### config.mk
export PLATFORM = sky130hd
export DESIGN_NAME = lupdate
export DESIGN_NICKNAME = d
export VERILOG_FILES = /design/src/rtl/um_pkg.sv /design/src/rtl/lupdate_dly3.sv /design/src/rtl/lupdate.sv
export SDC_FILE = /design/constraint.sdc
export NUM_CORES = 1
export LEC_CHECK = 0
export BUFFER_PORTS_ARGS = -buffer_cell sky130_fd_sc_hd__buf_2
export CELL_PAD_IN_SITES_DETAIL_PLACEMENT = 1
export CELL_PAD_IN_SITES_GLOBAL_PLACEMENT = 1
export CORE_MARGIN = 2
export CORE_UTILIZATION = 47
export DETAILED_ROUTE_END_ITERATION = 16
export MAX_ROUTING_LAYER = met4
export PLACE_DENSITY_LB_ADDON = 0.1
export SYNTH_ARGS = -nofsm -noshare
export SYNTH_HDL_FRONTEND = slang
export SYNTH_SLANG_ARGS = --single-unit
### constraint.sdc
create_clock -name clk -period 5.7 [get_ports clk]
set_input_delay 0.57 -clock clk [delete_from_list [all_inputs] [get_ports clk]]
set_output_delay 0.57 -clock clk [all_outputs]
set_load 0.01 [all_outputs]
### src/rtl/um_pkg.sv
// Shared definitions for the UM beacon path: beat tags, PTP ethertype,
// beacon message types and the beacon field layout inside a 128-bit payload.
// The beacon reporter packs its fields with the same offsets.
package um_pkg;

  localparam int unsigned DATA_W    = 134;
  localparam int unsigned PAYLOAD_W = 128;
  localparam int unsigned MAC_W     = 48;
  localparam int unsigned CNT_W     = 4;

  // Beat tag in data[133:132]
  localparam logic [1:0] TAG_HEAD = 2'b01;
  localparam logic [1:0] TAG_MID  = 2'b11;
  localparam logic [1:0] TAG_TAIL = 2'b10;

  localparam logic [15:0] PTP_ETHERTYPE = 16'h88f7;

  // Beacon message types carried in the messageType nibble
  localparam logic [3:0] MSG_BEACON_REPORT = 4'he;
  localparam logic [3:0] MSG_BEACON_QUERY  = 4'hf;
  localparam logic [3:0] MSG_BEACON_UPDATE = 4'hd;

  // Header fields in the classified beat
  localparam int unsigned HDR_SMAC_LSB  = 32;
  localparam int unsigned HDR_ETYPE_LSB = 16;
  localparam int unsigned HDR_MTYPE_LSB = 8;

  // Beacon field offsets; bits [78:64] are reserved
  localparam int unsigned BCN_MAC_LSB    = 80;
  localparam int unsigned BCN_DIR_BIT    = 79;
  localparam int unsigned BCN_DEPTH_LSB  = 48;
  localparam int unsigned BCN_PARA_LSB   = 32;
  localparam int unsigned BCN_PERIOD_LSB = 0;

  // One delay-line entry
  typedef struct packed {
    logic              wr;
    logic [DATA_W-1:0] data;
    logic              valid;
    logic              valid_wr;
  } lu_beat_t;

  // Beacon configuration register set
  typedef struct packed {
    logic [MAC_W-1:0] mac;
    logic             dir;
    logic [15:0]      depth;
    logic [15:0]      para;
    logic [31:0]      period;
  } bcn_cfg_t;

  // Pull the beacon fields out of a payload word
  function automatic bcn_cfg_t bcn_extract(input logic [PAYLOAD_W-1:0] pl);
    bcn_cfg_t cfg;
    cfg.mac    = pl[BCN_MAC_LSB +: MAC_W];
    cfg.dir    = pl[BCN_DIR_BIT];
    cfg.depth  = pl[BCN_DEPTH_LSB +: 16];
    cfg.para   = pl[BCN_PARA_LSB +: 16];
    cfg.period = pl[BCN_PERIOD_LSB +: 32];
    return cfg;
  endfunction

endpackage

### src/rtl/lupdate_dly3.sv
// Three-stage beat delay line. Every stage shifts each cycle; each entry can
// have its wr/valid_wr cleared as it moves so a consumed packet never reaches
// the output.
//   in_beat  : beat entering stage 1
//   kill_in  : clear strobes of the beat entering stage 1
//   kill_s1  : clear strobes of the stage-1 entry moving to stage 2
//   kill_s2  : clear strobes of the stage-2 entry moving to stage 3
//   out_beat : stage 3
module lupdate_dly3
  import um_pkg::*;
(
  input  logic     clk,
  input  logic     rst_n,
  input  lu_beat_t in_beat,
  input  logic     kill_in,
  input  logic     kill_s1,
  input  logic     kill_s2,
  output lu_beat_t out_beat
);

  lu_beat_t s1_q, s2_q, s3_q;
  lu_beat_t s1_d, s2_d, s3_d;

  // Next-stage values with optional strobe kill
  always_comb begin
    s1_d = in_beat;
    s2_d = s1_q;
    s3_d = s2_q;
    if (kill_in) begin
      s1_d.wr       = 1'b0;
      s1_d.valid_wr = 1'b0;
    end
    if (kill_s1) begin
      s2_d.wr       = 1'b0;
      s2_d.valid_wr = 1'b0;
    end
    if (kill_s2) begin
      s3_d.wr       = 1'b0;
      s3_d.valid_wr = 1'b0;
    end
  end

  always_ff @(posedge clk or negedge rst_n) begin
    if (!rst_n) begin
      s1_q <= '0;
      s2_q <= '0;
      s3_q <= '0;
    end else begin
      s1_q <= s1_d;
      s2_q <= s2_d;
      s3_q <= s3_d;
    end
  end

  assign out_beat = s3_q;

endmodule

### src/rtl/lupdate.sv
// Beacon update receiver. Watches the packet stream for beacon update messages
// addressed to this node, consumes them and latches the beacon registers;
// everything else is forwarded with a fixed 3-cycle latency.
//   in_lu_data*          : input beat stream (tag in [133:132], payload [127:0])
//   in_local_mac_id      : this node's MAC, matched against the header smac
//   out_lu_data*         : delayed stream with update packets removed
//   direction..period    : committed beacon registers
//   beacon_update_master : toggles once per committed update
//   update_cnt           : committed updates
//   update_err_cnt       : malformed (short or unterminated) update packets
module lupdate
  import um_pkg::*;
#(
  parameter logic [7:0]  LMID         = 8'd12,
  parameter logic [3:0]  UPD_MSG_TYPE = MSG_BEACON_UPDATE,
  parameter logic [15:0] PTP_ETYPE    = PTP_ETHERTYPE
) (
  input  logic                 clk,
  input  logic                 rst_n,
  input  logic                 in_lu_data_wr,
  input  logic [DATA_W-1:0]    in_lu_data,
  input  logic                 in_lu_data_valid,
  input  logic                 in_lu_data_valid_wr,
  input  logic [MAC_W-1:0]     in_local_mac_id,
  output logic                 out_lu_data_wr,
  output logic [DATA_W-1:0]    out_lu_data,
  output logic                 out_lu_data_valid,
  output logic                 out_lu_data_valid_wr,
  output logic                 direction,
  output logic [15:0]          token_bucket_para,
  output logic [15:0]          token_bucket_depth,
  output logic [MAC_W-1:0]     direct_mac_addr,
  output logic [31:0]          time_slot_period,
  output logic                 beacon_update_master,
  output logic [63:0]          update_cnt,
  output logic [31:0]          update_err_cnt
);

  typedef enum logic [1:0] {S_IDLE, S_HDR, S_UPD, S_PASS} state_e;

  localparam logic [CNT_W-1:0] CNT_MAX       = CNT_W'(15);
  localparam logic [CNT_W-1:0] CLASSIFY_BEAT = CNT_W'(2);
  localparam logic [CNT_W-1:0] CFG_BEAT      = CNT_W'(6);

  state_e             state_q, state_d;
  logic [CNT_W-1:0]   cnt_q, cnt_d;       // index of the next beat
  logic               cap_q, cap_d;       // beat 6 staged
  bcn_cfg_t           stage_q, stage_d;
  bcn_cfg_t           cfg_q, cfg_d;
  logic               toggle_q, toggle_d;
  logic [63:0]        upd_cnt_q, upd_cnt_d;
  logic [31:0]        err_cnt_q, err_cnt_d;

  logic [1:0]           tag_c;
  logic [PAYLOAD_W-1:0] payload_c;
  logic                 is_head_c, is_tail_c, hdr_match_c;
  bcn_cfg_t             beat_cfg_c;
  logic                 kill_in_c, kill_s1_c, kill_s2_c;
  lu_beat_t             dly_in_c, dly_out;

  assign tag_c       = in_lu_data[DATA_W-1 -: 2];
  assign payload_c   = in_lu_data[PAYLOAD_W-1:0];
  assign is_head_c   = (tag_c == TAG_HEAD);
  assign is_tail_c   = (tag_c == TAG_TAIL);
  assign beat_cfg_c  = bcn_extract(payload_c);
  // dmac [127:80] is deliberately not compared
  assign hdr_match_c = (payload_c[HDR_SMAC_LSB +: MAC_W] == in_local_mac_id) &&
                       (payload_c[HDR_ETYPE_LSB +: 16] == PTP_ETYPE) &&
                       (payload_c[HDR_MTYPE_LSB +: 4] == UPD_MSG_TYPE);

  assign dly_in_c = '{wr:       in_lu_data_wr,
                      data:     in_lu_data,
                      valid:    in_lu_data_valid,
                      valid_wr: in_lu_data_valid_wr};

  // Parser next-state, staging and commit
  always_comb begin
    state_d   = state_q;
    cnt_d     = cnt_q;
    cap_d     = cap_q;
    stage_d   = stage_q;
    cfg_d     = cfg_q;
    toggle_d  = toggle_q;
    upd_cnt_d = upd_cnt_q;
    err_cnt_d = err_cnt_q;
    kill_in_c = 1'b0;
    kill_s1_c = 1'b0;
    kill_s2_c = 1'b0;

    if (in_lu_data_wr) begin
      if (is_head_c)              cnt_d = CNT_W'(1);
      else if (cnt_q != CNT_MAX)  cnt_d = cnt_q + CNT_W'(1);

      if (is_head_c) begin
        // A head always restarts parsing; an open update is abandoned
        if (state_q == S_UPD) err_cnt_d = err_cnt_q + 32'd1;
        cap_d   = 1'b0;
        state_d = S_HDR;
      end else begin
        case (state_q)
          S_HDR: begin
            if (cnt_q == CLASSIFY_BEAT && hdr_match_c) begin
              // Beats 0..2 are in flight: entering, stage 1, stage 2
              kill_in_c = 1'b1;
              kill_s1_c = 1'b1;
              kill_s2_c = 1'b1;
              if (is_tail_c) begin
                err_cnt_d = err_cnt_q + 32'd1;
                state_d   = S_IDLE;
              end else begin
                state_d   = S_UPD;
              end
            end else if (is_tail_c) begin
              state_d = S_IDLE;
            end else if (cnt_q >= CLASSIFY_BEAT) begin
              state_d = S_PASS;
            end
          end
          S_UPD: begin
            kill_in_c = 1'b1;
            if (cnt_q == CFG_BEAT) begin
              stage_d = beat_cfg_c;
              cap_d   = 1'b1;
            end
            if (is_tail_c) begin
              if (cnt_q >= CFG_BEAT && (cap_q || cnt_q == CFG_BEAT)) begin
                // Tail may itself be beat 6, so bypass the staging register
                cfg_d     = (cnt_q == CFG_BEAT) ? beat_cfg_c : stage_q;
                toggle_d  = ~toggle_q;
                upd_cnt_d = upd_cnt_q + 64'd1;
              end else begin
                err_cnt_d = err_cnt_q + 32'd1;
              end
              cap_d   = 1'b0;
              state_d = S_IDLE;
            end
          end
          S_PASS: begin
            if (is_tail_c) state_d = S_IDLE;
          end
          default: ;  // IDLE: stray non-head beats just pass through
        endcase
      end
    end
  end

  always_ff @(posedge clk or negedge rst_n) begin
    if (!rst_n) begin
      state_q   <= S_IDLE;
      cnt_q     <= '0;
      cap_q     <= 1'b0;
      stage_q   <= '0;
      cfg_q     <= '0;
      toggle_q  <= 1'b0;
      upd_cnt_q <= '0;
      err_cnt_q <= '0;
    end else begin
      state_q   <= state_d;
      cnt_q     <= cnt_d;
      cap_q     <= cap_d;
      stage_q   <= stage_d;
      cfg_q     <= cfg_d;
      toggle_q  <= toggle_d;
      upd_cnt_q <= upd_cnt_d;
      err_cnt_q <= err_cnt_d;
    end
  end

  lupdate_dly3 u_dly3 (
    .clk      (clk),
    .rst_n    (rst_n),
    .in_beat  (dly_in_c),
    .kill_in  (kill_in_c),
    .kill_s1  (kill_s1_c),
    .kill_s2  (kill_s2_c),
    .out_beat (dly_out)
  );

  assign out_lu_data_wr       = dly_out.wr;
  assign out_lu_data          = dly_out.data;
  assign out_lu_data_valid    = dly_out.valid;
  assign out_lu_data_valid_wr = dly_out.valid_wr;

  assign direction            = cfg_q.dir;
  assign token_bucket_para    = cfg_q.para;
  assign token_bucket_depth   = cfg_q.depth;
  assign direct_mac_addr      = cfg_q.mac;
  assign time_slot_period     = cfg_q.period;
  assign beacon_update_master = toggle_q;
  assign update_cnt           = upd_cnt_q;
  assign update_err_cnt       = err_cnt_q;

endmodule
==> results_dict.tcl <==
set metrics [dict create \
    outcome "finished clean" \
    insertion_delay_ns 0.61 \
    min_period_over_period_pct 61.4 \
    drt_iter0_markers 940 \
    drt-vias-per-instance 5.22 \
    r2r-end "stage_q[19]" \
    fillers 5311 \
    layout-drive-gt1-share_pct 32.9 \
    grt_pass1_vias 18063 \
    pin_count 534 \
    fin_nets 2584 \
    rows 84 \
    peakVddDrop_mv 0.241 \
    worst_pin_slew_ns 1.19 \
    endpoint "stage_q[19]" \
    mostFrequentLayoutCell "dfrtp_1" \
    grt_max_degree 159 \
    gp_congestion 0.853 \
    fmax_mhz 286 \
    avgSynthCellArea_um2 13.7 \
    synth_edf_count 0 \
    ys_ff_latch 741 \
    antenna_found_initial 13 \
    vias 16396 \
    routed_wirelength_um 70700 \
    cp-startpoint "cnt_q[3]" \
    synth.yosys.warnings 0 \
    clock_path_buffers 3 \
    syn_area_um2 25300 \
    synth_nets 2038 \
    reg2reg_depth 5 \
    postCtsSetupRepairBufs 0 \
    place_hpwl_um 47300 \
    finalSetupViolations 0 \
    critPathRequiredTime_ns 6.18 \
    r2r_slack_ns 2.20 \
    maxCapViolCount 0 \
    gr-total-overflow 0 \
    slew_viol_final 0 \
    dieWidth_um 236 \
    hold_class "input pin to async pin" \
    finalPower_mw 12.8 \
    drt-wirelength-per-cell_um 22.5 \
    yosysSeqAreaShare_pct 73.4 \
    finalHoldViolations 0 \
    core-area_um2 52900 \
    setup_tns_ns 0 \
    cts_buffers 77 \
    syn_inst 1842 \
    seqCellArea_um2 18500 \
    reg2reg_from "cnt_q[3]" \
    cts_sinks 741 \
    relSlewSlack_pct 20.9 \
    ant_nets 0 \
    yosysUniqueCellTypes 50 \
    die_area_um2 55600 \
    grt_pass1_wl_um 108000 \
    multi_input_area_um2 6350 \
    setup.worst_path.start_class "flop" \
    rsz0062_at_grt "false" \
    track_usage_pct 26.4 \
    drc 0 \
    clkTransAtPathRegs_ns 0.06 \
    cts.repair.resized 0 \
    fin_util_pct 59.0 \
    dr.pass1.iters 5 \
    async_flop_share_pct 100 \
    h-tree-depth 3 \
    tritoncts "done" \
    area_growth_pct 23.5 \
    synth_flop_cell "dfrtp_1" \
    worstPathArrival_ns 3.98 \
    cts_root_buffer "clkbuf_16" \
    crit_type "flop to flop" \
    postCtsHoldBufs 0 \
    die_y_um 236 \
    skew_ns 0.0145 \
    power.density_nw_per_um2 410 \
    cp-end-kind "flop" \
    numPortBuffers 533 \
    final_cell_mix "dfrtp_1, buf_2, nand2_1" \
    fin_crit_ns 3.50 \
    initial_core_util_pct 47.8 \
    p_leak_nw 15.5 \
    critPathMaxFanout 60 \
]
==> registers in the layout, summed over array words and instances (netlist names), 2 cells and up <==
name,count
time_slot_period,32
update_cnt,64
update_err_cnt,32
cnt_q,4
u_dly3.s2_q,137
token_bucket_para,16
state_q,2
direct_mac_addr,48
stage_q,113
u_dly3.out_beat,137
u_dly3.s1_q,137
token_bucket_depth,16
==> synthesized netlist by cell type, types with 3 or more instances <==
cell type | n | area share [%]
a21oi_1 | 10 | 0.20
a31oi_1 | 114 | 2.8
and2_1 | 6 | 0.15
and3_1 | 20 | 0.50
and4_1 | 10 | 0.35
buf_1 | 4 | 0.059
buf_2 | 12 | 0.24
buf_6 | 3 | 0.13
clkbuf_1 | 58 | 0.86
dfrtp_1 | 741 | 73
ha_1 | 9 | 0.45
inv_1 | 20 | 0.30
mux2_2 | 114 | 5.1
nand2_1 | 287 | 4.3
nand2b_1 | 3 | 0.074
nand3_1 | 31 | 0.61
nand4_1 | 24 | 0.59
nor2_1 | 143 | 2.1
nor2b_1 | 8 | 0.20
nor3_1 | 8 | 0.16
nor3_2 | 7 | 0.28
nor4_1 | 27 | 0.67
nor4_2 | 7 | 0.35
o21ai_0 | 4 | 0.079
xnor2_1 | 51 | 1.8
xor2_1 | 88 | 3.0
==> area by class of cell <==
type / count / area share, %
inverter: 20 / 0.241
antenna: 13 / 0.104
tap: 688 / 2.76
clock inverter: 17 / 0.617
multi-input combinational: 1003 / 20.4
timing repair buffer: 545 / 9.07
clock buffer: 117 / 7.44
sequential: 741 / 59.4
==> kinds of logic after synthesis <==
kind of cell / Yosys count / synth area share [%]
AND/OR/NAND/NOR: 600 / 11.1
AO/OA/AOI/OAI: 140 / 3.54
XOR/XNOR: 139 / 4.82
flip-flops: 741 / 73.4
multiplexers: 115 / 5.12
adder cells (fa/ha/maj): 9 / 0.446
buffers and inverters: 98 / 1.61
==> layer usage <==
metal | GRT usage, % | part of all wire, %
met2 | 44.3 | 51
met4 | 10.0 | 4.0
met5 | - | 0
met3 | 8.07 | 7.1
met1 | 29.6 | 37
==> worst min-delay path by stage <==
| stage | from | depth (start not counted) | slack, ns | endpoint |
|---|---|---|---|---|
| 2_1_floorplan | rst_n | 0 | 0.27 | beacon_update_master |
| 3_3_place_gp | u_dly3.s1_q[18] | 0 | 0.33 | u_dly3.s2_q[18] |
| 3_5_place_dp | u_dly3.s2_q[115] | 0 | 0.34 | u_dly3.out_beat[115] |
| 4_1_cts | rst_n | 1 | 0.009 | u_dly3.out_beat[131] |
| 5_1_grt | rst_n | 1 | 0.03 | u_dly3.s1_q[133] |
| 6_report | rst_n | 1 | 0.009 | u_dly3.s1_q[133] |
==> critical path: stages, from the launching register on <==
cell	delay, ns
dfrtp_1	0.49
nor2_1	0.45
and2_4	0.66
and3_4	0.94
buf_12	0.39
mux2_2	0.40
==> per-stage QoR <==
stage	setup slack [ns]	cell area [µm²]	cells	hold WS, ns
finish	2.20	31200	3144	0.00939
global route	2.00	31200	3144	0.0348
CTS	2.13	31200	3131	0.00900
detailed placement	2.17	28700	2997	0.336
global placement	2.26	28700	2997	0.331
floorplan	2.97	25300	1842	0.274
==> power by group <==
group | total, mW | leakage (nW) | internal, mW | switching (mW)
sequential | 6.14 | 9.32 | 5.82 | 0.325
combinational | 1.67 | 4.90 | 0.614 | 1.06
clock | 4.98 | 1.24 | 2.95 | 2.03
total | 12.8 | 15.5 | 9.38 | 3.41
No activity file was read; power rests on OpenSTA's default activity.
